## config.mk

```make
export PLATFORM = sky130hd
export DESIGN_NAME = name_sequence_tx
export DESIGN_NICKNAME = d
export VERILOG_FILES = /design/src/rtl/name_pkg.sv /design/src/rtl/name_char_rom.sv /design/src/rtl/name_sequence_tx.sv
export SDC_FILE = /design/constraint.sdc
export NUM_CORES = 1
export LEC_CHECK = 0
export BUFFER_PORTS_ARGS = -buffer_cell sky130_fd_sc_hd__buf_2
export CAP_MARGIN = 20
export CORE_ASPECT_RATIO = 1.4
export CORE_MARGIN = 1
export CORE_UTILIZATION = 45
export CTS_CLUSTER_DIAMETER = 150
export DETAILED_ROUTE_END_ITERATION = 8
export PLACE_DENSITY = 0.66
export SYNTH_ARGS = -nofsm -noshare
export SYNTH_HDL_FRONTEND = slang
export SYNTH_HIERARCHICAL = 1
export SYNTH_SLANG_ARGS = --single-unit
```

## constraint.sdc

```tcl
create_clock -name clk -period 3.8 [get_ports clk]
set_input_delay 0.19 -clock clk [delete_from_list [all_inputs] [get_ports clk]]
set_output_delay 0.19 -clock clk [all_outputs]
set_load 0.03 [all_outputs]
```

## src/rtl/name_pkg.sv

```systemverilog
// Shared definitions for the name-letter stream: sequence length, ASCII
// constants, and the state encodings of both the transmitter and detector.
package name_pkg;

  localparam int NAME_LEN   = 9;
  localparam int NAME_IDX_W = 4;

  localparam logic [7:0] CH_R = 8'h52;
  localparam logic [7:0] CH_I = 8'h49;
  localparam logic [7:0] CH_T = 8'h54;
  localparam logic [7:0] CH_U = 8'h55;
  localparam logic [7:0] CH_S = 8'h53;
  localparam logic [7:0] CH_H = 8'h48;
  localparam logic [7:0] CH_E = 8'h45;

  typedef enum logic [1:0] {
    TX_IDLE,
    TX_SEND,
    TX_GAP,
    TX_FINISH
  } tx_state_e;

  // Detector progress through "RITUSHREE"; one state per matched prefix length.
  typedef enum logic [3:0] {
    DET_IDLE,
    DET_R1,
    DET_I,
    DET_T,
    DET_U,
    DET_S,
    DET_H,
    DET_R2,
    DET_E1,
    DET_E2
  } det_state_e;

endpackage

```

## src/rtl/name_char_rom.sv

```systemverilog
// Combinational character-index to ASCII lookup for "RITUSHREE".
module name_char_rom
  import name_pkg::*;
#(
  parameter logic [7:0] FILL_CHAR = 8'h20
) (
  input  logic [NAME_IDX_W-1:0] idx,
  output logic [7:0]            ch
);

  always_comb begin
    case (idx)
      4'd0:    ch = CH_R;
      4'd1:    ch = CH_I;
      4'd2:    ch = CH_T;
      4'd3:    ch = CH_U;
      4'd4:    ch = CH_S;
      4'd5:    ch = CH_H;
      4'd6:    ch = CH_R;
      4'd7:    ch = CH_E;
      4'd8:    ch = CH_E;
      default: ch = FILL_CHAR;
    endcase
  end

endmodule

```

## src/rtl/name_sequence_tx.sv

```systemverilog
// Transmitter for the name-letter stream: sends "RITUSHREE" rep_count times
// with a fixed idle gap between repetitions, honouring valid/ready backpressure.
module name_sequence_tx
  import name_pkg::*;
#(
  parameter int         CNT_W      = 4,
  parameter int         GAP_CYCLES = 2,
  parameter logic [7:0] FILL_CHAR  = 8'h20
) (
  input  logic                  clk,
  input  logic                  rst,
  input  logic                  start,
  input  logic [CNT_W-1:0]      rep_count,
  input  logic                  abort,
  input  logic                  ready,
  output logic [7:0]            letter,
  output logic                  valid,
  output logic                  busy,
  output logic [NAME_IDX_W-1:0] char_idx,
  output logic                  done
);

  localparam int GAP_W = (GAP_CYCLES > 1) ? $clog2(GAP_CYCLES) : 1;
  localparam logic [NAME_IDX_W-1:0] LAST_IDX = NAME_IDX_W'(NAME_LEN - 1);

  tx_state_e             state_q, state_d;
  logic [NAME_IDX_W-1:0] idx_q, idx_d;
  logic [CNT_W-1:0]      rep_q, rep_d;
  logic [GAP_W-1:0]      gap_q, gap_d;
  logic                  valid_q, valid_d;
  logic                  busy_q, busy_d;
  logic                  done_q, done_d;
  logic [7:0]            letter_q, letter_d;
  logic [7:0]            rom_ch;

  name_char_rom #(.FILL_CHAR(FILL_CHAR)) u_rom (
    .idx (idx_d),
    .ch  (rom_ch)
  );

  // NOTE: every signal gets a default before the case so no path leaves it
  // unassigned; otherwise synthesis infers a latch.
  always_comb begin
    state_d = state_q;
    idx_d   = idx_q;
    rep_d   = rep_q;
    gap_d   = gap_q;
    valid_d = 1'b0;
    done_d  = 1'b0;

    unique case (state_q)
      TX_IDLE: begin
        if (start && !abort) begin
          if (rep_count != '0) begin
            state_d = TX_SEND;
            rep_d   = rep_count;
            idx_d   = '0;
            valid_d = 1'b1;
          end else begin
            state_d = TX_FINISH;
            done_d  = 1'b1;
          end
        end
      end
      TX_SEND: begin
        valid_d = 1'b1;
        if (valid_q && ready) begin
          if (idx_q != LAST_IDX) begin
            idx_d = idx_q + NAME_IDX_W'(1);
          end else begin
            rep_d = rep_q - CNT_W'(1);
            idx_d = '0;
            if (rep_d == '0) begin
              state_d = TX_FINISH;
              valid_d = 1'b0;
              done_d  = 1'b1;
            end else if (GAP_CYCLES > 0) begin
              state_d = TX_GAP;
              valid_d = 1'b0;
              gap_d   = GAP_W'(GAP_CYCLES - 1);
            end
          end
        end
      end
      TX_GAP: begin
        if (gap_q == '0) begin
          state_d = TX_SEND;
          idx_d   = '0;
          valid_d = 1'b1;
        end else begin
          gap_d = gap_q - GAP_W'(1);
        end
      end
      TX_FINISH: begin
        state_d = TX_IDLE;
      end
      default: state_d = TX_IDLE;
    endcase

    // Abort overrides whatever the state logic decided, including a final beat.
    if (abort && state_q != TX_IDLE) begin
      state_d = TX_IDLE;
      idx_d   = '0;
      rep_d   = '0;
      valid_d = 1'b0;
      done_d  = 1'b0;
    end

    busy_d   = (state_d != TX_IDLE);
    letter_d = valid_d ? rom_ch : FILL_CHAR;
  end

  // NOTE: sequential state uses non-blocking assignments so every flop samples
  // the pre-edge values regardless of statement order.
  always_ff @(posedge clk or posedge rst) begin
    if (rst) begin
      state_q  <= TX_IDLE;
      idx_q    <= '0;
      rep_q    <= '0;
      gap_q    <= '0;
      valid_q  <= 1'b0;
      busy_q   <= 1'b0;
      done_q   <= 1'b0;
      letter_q <= FILL_CHAR;
    end else begin
      state_q  <= state_d;
      idx_q    <= idx_d;
      rep_q    <= rep_d;
      gap_q    <= gap_d;
      valid_q  <= valid_d;
      busy_q   <= busy_d;
      done_q   <= done_d;
      letter_q <= letter_d;
    end
  end

  assign letter   = letter_q;
  assign valid    = valid_q;
  assign busy     = busy_q;
  assign char_idx = idx_q;
  assign done     = done_q;

endmodule

```

==> report_table.html <==
<table>
<tr><th>Metric</th><th>Value</th></tr>
<tr><th colspan="2">Synthesis</th></tr>
<tr><td>Nets in the synthesized netlist</td><td>174</td></tr>
<tr><td>Leading cell type by number of instances after synthesis</td><td>sky130_fd_sc_hd__dfrtp_1</td></tr>
<tr><td>Dominant register cell in the synthesized netlist</td><td>sky130_fd_sc_hd__dfrtp_1</td></tr>
<tr><td>Netlist Area Pre-Place</td><td>1440 um2</td></tr>
<tr><td>Largest area contributor in the netlist</td><td>sky130_fd_sc_hd__dfrtp_1</td></tr>
<tr><td>Sequential-to-total area share from yosys stat</td><td>38.3%</td></tr>
<tr><td>Number of enable-type register cells in the synthesized netlist</td><td>0</td></tr>
<tr><td>Leading cell types by total area after synthesis</td><td>sky130_fd_sc_hd__dfrtp_1, sky130_fd_sc_hd__ha_1, sky130_fd_sc_hd__a21oi_1</td></tr>
<tr><td>Count of cell types in the netlist</td><td>55</td></tr>
<tr><td>Post-synthesis instance total</td><td>156</td></tr>
<tr><td>Share of flip-flops with an asynchronous set or reset</td><td>100%</td></tr>
<tr><td>Yosys reg bits</td><td>22</td></tr>
<tr><td>Post-synthesis average cell area</td><td>9.24 um2</td></tr>
<tr><td>Share of the synthesized area in the top cell type</td><td>36.5%</td></tr>
<tr><td>Top cell types by occurrence after synthesis</td><td>sky130_fd_sc_hd__dfrtp_1, sky130_fd_sc_hd__a21oi_1, sky130_fd_sc_hd__inv_1, sky130_fd_sc_hd__nand2_1</td></tr>
<tr><td>Warnings, synthesis</td><td>6</td></tr>
<tr><th colspan="2">Placed design</th></tr>
<tr><td>Placer's final routability congestion estimate</td><td>0.920</td></tr>
<tr><td>Post-detail-place hpwl</td><td>2380 um</td></tr>
<tr><td>Post-Place Worst Slack</td><td>1.05 ns</td></tr>
<tr><td>Number of buffers added on ports</td><td>23</td></tr>
<tr><th colspan="2">Clocking</th></tr>
<tr><td>H-Tree Level Count</td><td>1</td></tr>
<tr><td>Number of buffers inserted for hold repair after clock tree synthesis</td><td>0</td></tr>
<tr><td>Number of clock sinks</td><td>22</td></tr>
<tr><td>Number of instances resized during post-cts repair</td><td>0</td></tr>
<tr><td>Root buffer cell</td><td>sky130_fd_sc_hd__clkbuf_8</td></tr>
<tr><td>Number of CTS-inserted buffers</td><td>3</td></tr>
<tr><td>Number of buffers on the longest clock path</td><td>2</td></tr>
<tr><td>Clock transition at the register clock pins on the worst setup and hold paths after CTS</td><td>0.08 ns</td></tr>
<tr><td>Clk Latency, worst-skew pair</td><td>0.27 ns</td></tr>
<tr><td>CTS tree</td><td>yes</td></tr>
<tr><td>Setup Fix Bufs, Post-CTS</td><td>0</td></tr>
<tr><th colspan="2">Setup path</th></tr>
<tr><td>Slowest cell on the critical path</td><td>sky130_fd_sc_hd__dfrtp_1</td></tr>
<tr><td>Most numerous cell on the critical path</td><td>sky130_fd_sc_hd__a31oi_1</td></tr>
<tr><td>WS Path Type</td><td>flip-flop to flip-flop</td></tr>
<tr><td>Crit. End Element</td><td>flip-flop</td></tr>
<tr><td>Crit path max fanout</td><td>17</td></tr>
<tr><td>R2R cell count</td><td>8</td></tr>
<tr><td>Delay contributed by the slowest stage of the critical path</td><td>0.58 ns</td></tr>
<tr><td>Cell chain of the critical path</td><td>o21ai_1 -&gt; a31oi_1 -&gt; a31oi_1 -&gt; inv_1 -&gt; ha_1 -&gt; nor3b_1 -&gt; a211oi_2 -&gt; and2_1</td></tr>
<tr><td>Required time of the critical path</td><td>3.97 ns</td></tr>
<tr><td>Cell depth of the worst setup path</td><td>8</td></tr>
<tr><td>Crit path max-delay family</td><td>compound AO/OA/AOI/OAI gates</td></tr>
<tr><td>Setup slack, reg-to-reg</td><td>1.04 ns</td></tr>
<tr><td>Setup crit start kind</td><td>flip-flop</td></tr>
<tr><td>Data arrival, critical path</td><td>2.92 ns</td></tr>
<tr><td>Critical path buffers and inverters</td><td>1</td></tr>
<tr><th colspan="2">GRT</th></tr>
<tr><td>First-pass GRT wire length</td><td>5590 um</td></tr>
<tr><td>Via count of the first global-routing pass</td><td>1,260</td></tr>
<tr><td>Global route total overflow</td><td>0</td></tr>
<tr><td>Initial antenna violation count</td><td>0</td></tr>
<tr><td>Global Route Usage Sum</td><td>21.6%</td></tr>
<tr><td>Largest net degree at the start of global routing</td><td>23</td></tr>
<tr><th colspan="2">Floorplan</th></tr>
<tr><td>Height of the chip</td><td>69.0 um</td></tr>
<tr><td>Core Box Area</td><td>2960 um2</td></tr>
<tr><td>Width of the die</td><td>49.8 um</td></tr>
<tr><td>Number of I/O pins</td><td>24</td></tr>
<tr><td>Area enclosed by the die boundary</td><td>3440 um2</td></tr>
<tr><td>Effective utilization at floorplan</td><td>48.6%</td></tr>
<tr><td>Cell row count</td><td>23</td></tr>
<tr><th colspan="2">Layout</th></tr>
<tr><td>FILL cells</td><td>263</td></tr>
<tr><td>Share of final-layout standard cells stronger than drive strength 1</td><td>21.6%</td></tr>
<tr><td>Net count reported at finish</td><td>195</td></tr>
<tr><td>Synthesis-to-layout area growth</td><td>12.9%</td></tr>
<tr><td>Number of inserted diodes</td><td>0</td></tr>
<tr><td>Final design utilization</td><td>54.9%</td></tr>
<tr><th colspan="2">Pwr</th></tr>
<tr><td>Power density over cell area</td><td>493 nW/um2</td></tr>
<tr><td>Net switching power of the design</td><td>290 uW</td></tr>
<tr><td>Peak VDD IR</td><td>0.265 mV</td></tr>
<tr><td>Combinational power share</td><td>34.1%</td></tr>
<tr><td>Pleak</td><td>0.000757 uW</td></tr>
<tr><td>Clock group share of total power</td><td>27.3%</td></tr>
<tr><td>Cell internal power dissipation</td><td>513 uW</td></tr>
<tr><td>Net switching share of the total power</td><td>36.1%</td></tr>
<tr><td>Seq pwr share</td><td>38.6%</td></tr>
<tr><th colspan="2">STA</th></tr>
<tr><td>Final number of max-transition violations</td><td>0</td></tr>
<tr><td>Final total negative setup slack</td><td>0 ns</td></tr>
<tr><td>RSZ-0062 raised after global routing</td><td>false</td></tr>
<tr><td>Max-slew headroom</td><td>45.8%</td></tr>
<tr><td>Fraction of the cycle the final worst path needs</td><td>72.6%</td></tr>
<tr><td>Setup slack of the critical path after layout</td><td>1.04 ns</td></tr>
<tr><td>Time the final worst path needs with I/O delays and setup</td><td>2.76 ns</td></tr>
<tr><td>Measured slew at the worst slew-check pin</td><td>0.812 ns</td></tr>
<tr><td>Maximum frequency from static timing analysis</td><td>0.363 GHz</td></tr>
<tr><td>Worst Skew</td><td>0.00337 ns</td></tr>
<tr><td>Final setup violating endpoints</td><td>0</td></tr>
<tr><td>Final-report hold violation count</td><td>0</td></tr>
<tr><th colspan="2">Route</th></tr>
<tr><td>Vias per std cell</td><td>5.76</td></tr>
<tr><td>DRC violation total after the first TritonRoute iteration</td><td>53</td></tr>
<tr><td>First drt pass iteration count</td><td>4</td></tr>
<tr><td>Total Wirelength</td><td>3170 um</td></tr>
<tr><td>Total number of vias</td><td>1,226</td></tr>
<tr><td>Post-DR wirelength/cell</td><td>14.9 um</td></tr>
<tr><td>Post-DRT Antenna Nets</td><td>0</td></tr>
<tr><td>Number of DRC violations after detailed routing</td><td>0</td></tr>
<tr><th colspan="2">Status</th></tr>
<tr><td>Result of the run</td><td>finished, final reports clean</td></tr>
<tr><th colspan="2">Min path</th></tr>
<tr><td>Class of the worst hold path</td><td>primary input to asynchronous set/reset pin</td></tr>
<tr><th colspan="2">Run</th></tr>
<tr><td>Maximum Capacitance Violations</td><td>0</td></tr>
</table>
-- power by group through the flow --
stage	clock (uW)	combinational (uW)	sequential, uW
global placement	0	267	313
CTS	221	276	309
detailed placement	0	274	314
floorplan	0	169	345
finish	219	274	310
global route	229	308	317
-- flip-flops by register name (all words and copies together), names as in the netlist --
register,flops
letter,8
char_idx,4
rep_q,4
state_q,2
busy,1
done,1
gap_q,1
valid,1
-- metal layers --
metal / wire (um) / GRT usage [%] / up-vias
met4: 82 / 11.8 / 0
met1: 1290 / 23.8 / 597
met3: 85 / 2.41 / 9
met5: 0 / 0 / -
met2: 1720 / 40.7 / 25
li1: - / - / 595
-- cells by family after synthesis --
logic type / synth area share, %
AOI/OAI and AO/OA: 23.9
adders and majority gates: 7.81
buffers and inverters: 6.60
DFF: 38.3
muxes: 1.39
other: 0.260
and+or+nand+nor: 21.8
-- area by class of cell --
class | count | area, um2 | area share [%]
Sequential cell | 22 | 552 | 33.9
Clock buffer | 3 | 41.3 | 2.54
Inverter | 13 | 48.8 | 3.00
Clock inverter | 1 | 30.0 | 1.84
Multi-Input combinational cell | 114 | 795 | 48.8
Timing Repair Buffer | 23 | 115 | 7.07
Tap cell | 37 | 46.3 | 2.84
-- final timing paths --
check / start / endpoint
setup / recovery: state_q[0] / letter[4]
hold / removal: rst / done
setup reg to reg: state_q[0] / letter[4]
hold reg to reg: rep_q[2] / rep_q[2]
max in group asynchronous: rst / char_idx[1]
min in group clk: rep_count[3] / rep_q[3]
-- layout by cell type, fill, tap and decap left out, drive strengths merged, types with 3 or more instances in the layout --
cell	n
a21oi	12
inv	13
o21ai	10
dfrtp	21
buf	23
nand2	10
or4	3
ha	9
and2	8
nor2	9
nand3	4
clkbuf	3
nand2b	4
-- stage by stage --
step / total power, uW / hold slack (ns) / instance area [um2] / instances
2_1_floorplan: 514 / 0.178 / 1440 / 156
6_report: 803 / 0.0647 / 1630 / 213
3_5_place_dp: 588 / 0.395 / 1560 / 209
3_3_place_gp: 580 / 0.393 / 1560 / 209
4_1_cts: 805 / 0.106 / 1630 / 213
5_1_grt: 855 / 0.157 / 1630 / 213
Note: power is estimated with default switching activity, not from simulation.
